`config.mk`:
```
export PLATFORM = sky130hd
export DESIGN_NAME = signed_accumulator
export DESIGN_NICKNAME = d
export VERILOG_FILES = /design/src/rtl/signed_accumulator.sv
export SDC_FILE = /design/constraint.sdc
export NUM_CORES = 1
export LEC_CHECK = 0
export BUFFER_PORTS_ARGS = -buffer_cell sky130_fd_sc_hd__buf_2
export CORE_UTILIZATION = 45
export DETAILED_ROUTE_END_ITERATION = 6
export HOLD_SLACK_MARGIN = 0.03
export PLACE_DENSITY = 0.82
export SKIP_CTS_REPAIR_TIMING = 1
export SLEW_MARGIN = 20
export SYNTH_ARGS = -nofsm -noshare
export SYNTH_HDL_FRONTEND = slang
export SYNTH_SLANG_ARGS = --single-unit
```
`constraint.sdc`:
```
create_clock -name clk -period 1.75 [get_ports clk]
set_input_delay 0.0875 -clock clk [delete_from_list [all_inputs] [get_ports clk]]
set_output_delay 0.0875 -clock clk [all_outputs]
set_load 0.005 [all_outputs]
```
`src/rtl/signed_accumulator.sv`:
```
// Saturating signed accumulator with add/subtract operands.
// Collects MAX_OPS accepted operands per frame. It presents the frame
// result for one cycle with out_valid, then restarts from zero.
// Subtraction adds the two's complement negation of the sign-extended
// operand. Everything is computed one bit wider than the accumulator, so
// negating the most negative operand is exact.
module signed_accumulator #(
   parameter int WIDTH   = 4,
   parameter int MAX_OPS = 4
) (
   input  logic             clk,
   input  logic             rst_n,
   input  logic             clear,
   input  logic             in_valid,
   output logic             in_ready,
   input  logic [WIDTH-1:0] in_data,
   input  logic             in_sub,
   output logic [WIDTH-1:0] acc_out,
   output logic             ovf,
   output logic             out_valid,
   output logic [3:0]       op_count
);

   typedef enum logic [1:0] {
      IDLE = 2'd0,
      RUN  = 2'd1,
      DONE = 2'd2
   } state_t;

   localparam logic [WIDTH-1:0] POS_MAX = {1'b0, {(WIDTH-1){1'b1}}};
   localparam logic [WIDTH-1:0] NEG_MIN = {1'b1, {(WIDTH-1){1'b0}}};
   localparam logic [3:0]       LAST_CNT = 4'(MAX_OPS);

   state_t           state_q, state_d;
   logic [WIDTH-1:0] acc_q, acc_d;
   logic             ovf_q, ovf_d;
   logic             out_valid_q, out_valid_d;
   logic [3:0]       op_count_q, op_count_d;

   logic             accept;
   logic [WIDTH:0]   acc_ext;
   logic [WIDTH:0]   in_ext;
   logic [WIDTH:0]   operand;
   logic [WIDTH:0]   sum;
   logic             sat_pos;
   logic             sat_neg;
   logic [WIDTH-1:0] sat_val;
   logic [3:0]       count_inc;

   // The result frame is never extended: DONE always refuses input, and so does clear.
   assign in_ready = (state_q != DONE) && !clear;
   assign accept   = in_valid && in_ready;

   // Widened add/subtract followed by clamping to the signed accumulator range.
   always_comb begin
      acc_ext   = {acc_q[WIDTH-1], acc_q};
      in_ext    = {in_data[WIDTH-1], in_data};
      operand   = in_sub ? (~in_ext + (WIDTH+1)'(1)) : in_ext;
      sum       = acc_ext + operand;
      // The top two bits disagree only when the result left the WIDTH-bit range.
      sat_pos   = !sum[WIDTH] && sum[WIDTH-1];
      sat_neg   = sum[WIDTH] && !sum[WIDTH-1];
      sat_val   = sat_pos ? POS_MAX : (sat_neg ? NEG_MIN : sum[WIDTH-1:0]);
      count_inc = op_count_q + 4'd1;
   end

   // Frame sequencing. clear outranks everything, and all registers hold when nothing is accepted.
   always_comb begin
      state_d     = state_q;
      acc_d       = acc_q;
      ovf_d       = ovf_q;
      op_count_d  = op_count_q;
      out_valid_d = 1'b0;
      if (clear) begin
         state_d    = IDLE;
         acc_d      = '0;
         ovf_d      = 1'b0;
         op_count_d = 4'd0;
      end else begin
         case (state_q)
            IDLE, RUN: begin
               if (accept) begin
                  acc_d      = sat_val;
                  ovf_d      = ovf_q | sat_pos | sat_neg;
                  op_count_d = count_inc;
                  if (count_inc == LAST_CNT) begin
                     state_d     = DONE;
                     out_valid_d = 1'b1;
                  end else begin
                     state_d = RUN;
                  end
               end
            end
            DONE: begin
               // The result has been shown for its single cycle; start an empty frame.
               state_d    = IDLE;
               acc_d      = '0;
               ovf_d      = 1'b0;
               op_count_d = 4'd0;
            end
            default: begin
               state_d    = IDLE;
               acc_d      = '0;
               ovf_d      = 1'b0;
               op_count_d = 4'd0;
            end
         endcase
      end
   end

   // State and registered outputs, asynchronously cleared by rst_n.
   always_ff @(posedge clk or negedge rst_n) begin
      if (!rst_n) begin
         state_q     <= IDLE;
         acc_q       <= '0;
         ovf_q       <= 1'b0;
         out_valid_q <= 1'b0;
         op_count_q  <= 4'd0;
      end else begin
         state_q     <= state_d;
         acc_q       <= acc_d;
         ovf_q       <= ovf_d;
         out_valid_q <= out_valid_d;
         op_count_q  <= op_count_d;
      end
   end

   assign acc_out   = acc_q;
   assign ovf       = ovf_q;
   assign out_valid = out_valid_q;
   assign op_count  = op_count_q;

endmodule

```
==> run_results.csv, run 1 <==
group,metric,value,unit
outcome,status,"finished with violations",
outcome,violations,"negative setup slack",
clocking,cts_root_buf,"clkbuf_4",
floorplan,core,1580,µm²
synth,synth_top_cell_area_share,37.6,%
timing,finalHoldViolations,0,
clocking,clk_path_buf_depth,2,
synth,ys_async_sr_fraction,100,%
worst_setup_path,r2r_start,"acc_out[0]",
floorplan,rows,14,
power,p_clk_share,16.0,%
power,power_density,999,nW/µm²
clocking,clock_latency,280,ps
routing,wl_per_cell,12.8,µm
cells_and_area,layout_common_cells,"buf_2 (19), dfrtp_1 (12), nor2_1 (10), buf_4 (9), nand2_1 (6)",
cells_and_area,layout.cells.non_filler,131,
routing,drt_iter0_drc,20,
power,internal_power,661,µW
place,hpwl,1280,µm
timing,finalWorstSetupSlack,-121,ps
clocking,cts_tree,"done",
cells_and_area,antenna_cells,0,
clocking,htree_levels,1,
routing,drc,0,
place,portBuffers,19,
routing,drt_wl_total,1670,µm
timing,tightest_slew,360,ps
timing,hold_slack,128,ps
power,power_switching_share,37.5,%
synth,yosys.area.top_type,"dfrtp_1",
routing,viasPerCell,5.29,
timing,timing.setup.tns,-398,ps
global_routing,grt_pass1_vias,637,
timing,finalMaxSlewViolations,0,
synth,avgSynthCellArea,9.30,µm²
timing,finClkSkew,2.77,ps
clocking,cts_buffers,3,
place,placed_cells,127,
worst_setup_path,cp_max_fo,7,
synth,netlist_top_cells_area,"dfrtp_1 (38%), ha_1 (9.4%), xor2_1 (5.5%), nor2_1 (5.2%), xnor2_1 (4.4%)",
place,place_area,978,µm²
clocking,numClockSinks,12,
worst_setup_path,required,1970,ps
synth,synth_area,800,µm²
timing,fin_crit_sh,107,%
hold_path,min_from,"clear",
place,routabilityCongestion,0.776,
power,p_switching,397,µW
routing,postRouteAntennaNets,0,
synth,ys_warn_count,0,
global_routing,grt_max_degree,16,
worst_setup_path,startpoint,"acc_out[0]",
routing,dr_total_vias,693,
cells_and_area,layout.nets,133,
timing,rsz0062_at_grt,"yes",
routing,firstDrtPassIters,4,
timing,setup_viol,5,
floorplan,start_util,50.7,%
worst_setup_path,worstPathArrival,2090,ps
floorplan,io-pin-count,20,
global_routing,grt_pass1_wl,2760,µm
power,total_power,1.06,mW
synth,syn_nets,102,
hold_path,min_path_type,"in -> reg",
cells_and_area,syn2layout_area_growth,32.6,%
worst_setup_path,worstSetupPathType,"reg -> reg",
flow_run,drv_cap,0,
synth,ys_seq_elements,12,
synth,synthDistinctLibCells,29,
cells_and_area,drive_gt1_share,39.1,%
global_routing,track_usage,20.2,%
power,pwr-share-comb,51.3,%
global_routing,antenna_found_initial,0,
floorplan,die_area,1950,µm²
synth,ys_seq_area_share,37.6,%
power,p_seq_share,32.7,%
timing,period_minus_slack,1870,ps
global_routing,overflow,0,
cells_and_area,layout_commonest_cell,"buf_2",
synth,synth-edff-count,0,
power,leakagePower,0.541,nW
floorplan,die_y,44.2,µm
timing,max_freq,0.535,GHz
worst_setup_path,critPathCaptureType,"flip-flop",
clocking,clkTransAtPathRegs,70,ps
power,vdd.ir_drop.worst,0.492,mV
synth,synthFlopType,"dfrtp_1",
worst_setup_path,start_kind,"flip-flop",
cells_and_area,final_area,1060,µm²
floorplan,die_w,44.2,µm
synth,syn_inst,86,
worst_setup_path,r2r_slack,-120,ps
timing,relSlewSlack,75.7,%
kinds of logic (layout without fill, tap and decap cells):
family | after synthesis | in the layout | share of synthesized area [%]
compound gates | 18 | 18 | 13.6
xor+xnor | 11 | 11 | 13.9
fa+ha+maj | 7 | 7 | 11.9
buf+inv | 7 | 36 | 3.29
flops | 12 | 12 | 37.6
mux | 2 | 2 | 2.66
simple gates | 29 | 29 | 17.1
through the flow:
stage / util [%] / setup slack, ps
3_5_place_dp: 62.1 / -281
5_1_grt: 67.2 / -200
2_1_floorplan: - / -44.5
6_report: 67.2 / -121
4_1_cts: 63.5 / -120
3_3_place_gp: 62.1 / -179
state kept, by name, summed over array words and instances, names as in the netlist:
| register | cells |
|---|---|
| out_valid | 1 |
| acc_out | 4 |
| ovf | 1 |
| op_count | 4 |
| state_q | 2 |
cell usage after synthesis (all sizes together) (2+ instances only):
cell type,instances
ha,6
inv,4
nand4,2
nand3,2
and2b,2
xnor2,6
a31oi,3
clkbuf,3
nor2,11
dfrtp,12
xor2,5
nand2,7
o21ai,6
a21oi,5
power by group through the flow:
stage               Combinational (mW)  Clock (mW)  Sequential [mW]
finish                           0.543       0.169            0.346
global placement                 0.446           0            0.349
CTS                              0.469       0.176            0.345
detailed placement               0.468           0            0.349
global route                     0.602       0.187            0.352
floorplan                        0.304           0            0.354
metal layers:
layer  part of all wire, %  vias to the layer above  global-route usage (%)
li1                      -                      355                       -
met1                    44                      319                    24.5
met2                    50                       17                    31.2
met3                   4.7                        2                    8.57
met4                  0.96                        0                    9.09
met5                     0                        -                       0
area by class of cell:
class                           instances  area, µm²
Sequential cell                        12        300
Clock buffer                            3       22.5
Tap cell                               16       20.0
Inverter                                4       15.0
Multi-Input combinational cell         67        529
Fill cell                             116        517
Timing Repair Buffer                   29        173
final timing paths:
kind                                    to  cells past startpoint
worst max-delay path                   ovf                      7
max in group asynchronous       acc_out[3]                      2
worst min-delay path            state_q[1]                      4
min in group asynchronous       acc_out[1]                      2
worst max register to register         ovf                      7
worst min register to register         ovf                      2
critical path, cell delays in order, from the launching register on:
cell and delay, ps:
dfrtp_1 420, ha_4 190, fa_2 410, nand3_2 110
nand2_4 70, xnor2_4 180, or3_1 360, nand3_1 70
(Power assumes the default switching activity.)
==> run 2, diff against run 1 <==
==> constraint.sdc (replaced) <==
create_clock -name clk -period 1.55 [get_ports clk]
set_input_delay 0.0775 -clock clk [delete_from_list [all_inputs] [get_ports clk]]
set_output_delay 0.0775 -clock clk [all_outputs]
set_load 0.005 [all_outputs]
==> run_results.csv, run 2 (same netlist as run 1, synthesis figures left out) <==
group,metric,value,unit
cells_and_area,seqCellArea,300,µm²
timing,finalWorstSetupSlack,-308,ps
timing,hold_slack,135,ps
routing,drt_wl_total,2000,µm
power,leakagePower,0.582,nW
cells_and_area,syn2layout_area_growth,43.5,%
place,routabilityCongestion,0.787,
timing,finalHoldViolations,0,
worst_setup_path,required,1700,ps
global_routing,antenna_found_initial,0,
routing,wl_per_cell,14.6,µm
cells_and_area,multi_input_area,561,µm²
worst_setup_path,worstSetupPathType,"reg -> reg",
timing,period_minus_slack,1860,ps
worst_setup_path,slowest_delay,400,ps
timing,finalMaxSlewViolations,0,
cells_and_area,drive_gt1_share,46.3,%
timing,max_freq,0.538,GHz
worst_setup_path,cp_cell_sequence,"ha_2 > fa_2 > buf_4 > nor3_2 > a31oi_1 > a22oi_1 > a21oi_1",
global_routing,grt_pass1_vias,721,
hold_path,min_path_type,"in -> reg",
clocking,htree_levels,1,
routing,drc,0,
place,hpwl,1410,µm
routing,drt_iter0_drc,15,
worst_setup_path,slowest_stage,"dfrtp_1",
routing,viasPerCell,5.55,
place,portBuffers,19,
place,placed_cells,130,
timing,rsz0062_at_grt,"yes",
clocking,clk_path_buf_depth,2,
cells_and_area,antenna_cells,0,
global_routing,grt_pass1_wl,3150,µm
global_routing,grt_max_degree,16,
worst_setup_path,worstPathArrival,2010,ps
routing,firstDrtPassIters,4,
floorplan,die_y,44.2,µm
clocking,clkTransAtPathRegs,80,ps
clocking,numClockSinks,12,
timing,setup_viol,5,
floorplan,core,1580,µm²
flow_run,drv_cap,0,
cells_and_area,nFillCells,105,
cells_and_area,layout.nets,138,
clocking,cts_buffers,3,
worst_setup_path,critPathCaptureType,"flip-flop",
cells_and_area,utilization,72.8,%
routing,dr_total_vias,761,
worst_setup_path,cp_max_fo,3,
worst_setup_path,start_kind,"flip-flop",
clocking,cts_root_buf,"clkbuf_4",
routing,postRouteAntennaNets,0,
cells_and_area,layout_common_cells,"buf_2 (19), buf_4 (14), dfrtp_1 (12), nor2_1 (9), nand2_1 (6)",
outcome,status,"finished with violations",
timing,fin_crit_sh,120,%
power,power_density,1180,nW/µm²
floorplan,io-pin-count,20,
timing,finClkSkew,5.80,ps
floorplan,start_util,50.7,%
global_routing,track_usage,22.9,%
floorplan,die_area,1950,µm²
global_routing,overflow,0,
clocking,cts_tree,"done",
timing,tightest_slew,319,ps
outcome,violations,"negative setup slack",
floorplan,die_w,44.2,µm
floorplan,rows,14,
cells_and_area,layout_commonest_cell,"buf_2",
power,vdd.ir_drop.worst,0.653,mV
timing,timing.setup.tns,-1030,ps
cells_and_area,layout.cells.non_filler,137,
clocking,clock_latency,280,ps
timing,relSlewSlack,78.6,%
==> run 2: cell count changes in the layout (fill, tap and decap cells not counted), sizes merged <==
cell	previous run	this run
buf	28	33
clkbuf	3	4
==> run 2: metrics by stage <==
step	instance area [µm²]	worst slack (ps)	total power, mW
detailed placement	1070	-443	1.05
global placement	1070	-397	1.02
floorplan	883	-167	0.849
CTS	1100	-341	1.31
finish	1150	-308	1.35
global route	1150	-369	1.44
==> run 2: layer usage <==
layer	part of all wire (%)	wire length [µm]	vias to the layer above	global-route usage, %
li1	-	-	365	-
met4	2.0	39	0	8.48
met2	49	986	28	35.6
met5	0	0	-	0
met3	4.7	94	4	8.16
met1	44	879	364	29.3
==> run 2: power breakdown <==
group	leakage, nW	internal, mW	total [mW]	switching [mW]
Combinational	0.401	0.349	0.719	0.371
Clock	0.0210	0.143	0.250	0.107
Sequential	0.160	0.354	0.385	0.0310
Total	0.582	0.845	1.35	0.508
==> run 2: worst paths after layout <==
check,from,end,slack [ps],depth (start not counted)
setup / recovery,acc_out[0],acc_out[2],-310,7
hold / removal,clear,state_q[1],140,4
setup reg to reg,acc_out[0],acc_out[2],-310,7
hold reg to reg,ovf,ovf,510,2
max in group asynchronous,rst_n,state_q[1],1110,2
min in group asynchronous,rst_n,op_count[3],220,2
==> run 2: final cells by class <==
type,count,area share (%)
multi-input combinational,67,48.9
sequential,12,26.2
timing repair buffer,34,18.3
clock buffer,4,3.16
inverter,4,1.74
tap,16,1.74
==> run 2: worst max-delay path: cells and delay by family, from the launching register on <==
kind	cells	cell delay (ps)
AOI/OAI and AO/OA	3	360
adders and majority gates	2	560
buffers and inverters	1	170
DFF	1	400
and+or+nand+nor	1	240
==> run 3, diff against run 2 <==
--- a/config.mk
+++ b/config.mk
@@ -6,10 +6,10 @@
 export NUM_CORES = 1
 export LEC_CHECK = 0
 export BUFFER_PORTS_ARGS = -buffer_cell sky130_fd_sc_hd__buf_2
-export CORE_UTILIZATION = 45
+export CORE_UTILIZATION = 46
 export DETAILED_ROUTE_END_ITERATION = 6
 export HOLD_SLACK_MARGIN = 0.03
-export PLACE_DENSITY = 0.82
+export PLACE_DENSITY = 0.83
 export SKIP_CTS_REPAIR_TIMING = 1
 export SLEW_MARGIN = 20
 export SYNTH_ARGS = -nofsm -noshare
==> run_results.csv, run 3 (same netlist as run 1, synthesis figures left out) <==
group,metric,value,unit
timing,rsz0062_at_grt,"yes",
worst_setup_path,r2r_start,"acc_out[0]",
worst_setup_path,startpoint,"acc_out[0]",
routing,m1WireLength,710,µm
timing,period_minus_slack,1780,ps
power,vdd.ir_drop.worst,0.636,mV
clocking,cts_root_buf,"clkbuf_4",
place,portBuffers,19,
clocking,htree_levels,1,
clocking,clkTransAtPathRegs,80,ps
timing,max_freq,0.563,GHz
worst_setup_path,r2r-end,"acc_out[2]",
timing,finClkSkew,4.82,ps
cells_and_area,layout_commonest_cell,"buf_2",
global_routing,antenna_found_initial,0,
global_routing,grt_pass1_wl,2920,µm
timing,finalWorstSetupSlack,-227,ps
cells_and_area,drive_gt1_share,47.0,%
power,leakagePower,0.565,nW
routing,dr_total_vias,728,
worst_setup_path,worstPathArrival,1930,ps
worst_setup_path,start_kind,"flip-flop",
place,routabilityCongestion,0.740,
routing,viasPerCell,5.47,
floorplan,start_util,51.3,%
hold_path,min_from,"clear",
routing,postRouteAntennaNets,0,
floorplan,rows,14,
worst_setup_path,worst_r2r_path_depth,7,
routing,dr_wl_met3,88,µm
timing,tightest_slew,343,ps
routing,met2_length,870,µm
floorplan,die_area,1910,µm²
worst_setup_path,r2r_slack,-230,ps
power,p_switching,515,µW
worst_setup_path,slowest_stage,"dfrtp_1",
floorplan,core,1560,µm²
cells_and_area,layout_common_cells,"buf_2 (19), dfrtp_1 (12), buf_4 (10), nor2_1 (9)",
power,internal_power,838,µW
power,p_seq_share,28.7,%
worst_setup_path,critPathCaptureType,"flip-flop",
routing,drc,1,
worst_setup_path,worstSetupPathType,"reg -> reg",
power,p_clk_share,18.3,%
routing,firstDrtPassIters,6,
routing,drt_wl_total,1730,µm
worst_setup_path,required,1700,ps
worst_setup_path,cp_cell_sequence,"ha_2 > fa_2 > buf_4 > nor3_4 > a31oi_1 > a22oi_1 > a21oi_1",
floorplan,die_y,43.7,µm
timing,timing.setup.tns,-851,ps
cells_and_area,antenna_cells,0,
worst_setup_path,slowest_delay,390,ps
timing,setup_viol,5,
outcome,status,"finished with violations",
worst_setup_path,cp_max_fo,3,
global_routing,grt_pass1_vias,697,
timing,fin_crit_sh,115,%
clocking,cts_buffers,3,
cells_and_area,utilization,72.4,%
power,power_density,1200,nW/µm²
routing,wl_per_cell,13.0,µm
clocking,numClockSinks,12,
outcome,violations,"design-rule violations, negative setup slack",
routing,drt_iter0_drc,18,
timing,finalMaxSlewViolations,0,
floorplan,io-pin-count,20,
routing,top_layer,"met4",
global_routing,grt_max_degree,16,
flow_run,drv_cap,0,
cells_and_area,layout.nets,134,
hold_path,min_path_type,"in -> reg",
timing,finalHoldViolations,0,
global_routing,track_usage,21.0,%
global_routing,overflow,0,
clocking,cts_tree,"done",
power,total_power,1.35,mW
power,power_switching_share,38.0,%
clocking,clock_latency,270,ps
power,pwr-share-comb,53.0,%
clocking,clk_path_buf_depth,2,
place,hpwl,1340,µm
worst_setup_path,crit_end,"acc_out[2]",
cells_and_area,syn2layout_area_growth,41.2,%
timing,relSlewSlack,77.0,%
floorplan,die_w,43.7,µm
[run 3: final cells by class]
type	count	area (µm²)
Sequential cell	12	300
Timing Repair Buffer	30	180
Fill cell	114	430
Tap cell	16	20.0
Multi-Input combinational cell	67	572
Inverter	4	20.0
Clock buffer	4	36.3
[run 3: worst max-delay path, delay by kind of cell, from the launching register on]
kind	cells	cell delay, ps
buffers and inverters	1	160
adder cells (fa/ha/maj)	2	540
flip-flops	1	390
AO/OA/AOI/OAI	3	400
AND/OR/NAND/NOR	1	170
[run 3: how the worst min path moves through the flow]
stage               cells after the start         end
finish                                  4   out_valid
CTS                                     1   out_valid
floorplan                               0  acc_out[0]
global placement                        1  acc_out[2]
detailed placement                      1  state_q[0]
global route                            4   out_valid
[run 3: power by group through the flow]
stage	registers, mW	clock network [mW]	logic (mW)
after detailed placement	0.396	0	0.630
after CTS	0.390	0.251	0.649
after global placement	0.392	0	0.605
after global routing	0.394	0.264	0.781
after floorplan	0.399	0	0.450
final	0.389	0.247	0.718
[run 3: stage by stage]
step	instance area [µm²]	setup slack (ps)	instances	hold WS (ps)
after floorplan	883	-167	86	-218
after detailed placement	1040	-482	127	-36.9
after CTS	1080	-294	131	-336
after global placement	1040	-408	127	-39.4
final	1130	-227	133	120
after global routing	1130	-304	133	139
[run 3: routing by layer]
metal  vias to the layer above  GRT usage [%]
li1                        362              -
met1                       328           24.9
met2                        29           35.5
met3                         9           4.17
met4                         0           11.3
met5                         -              0
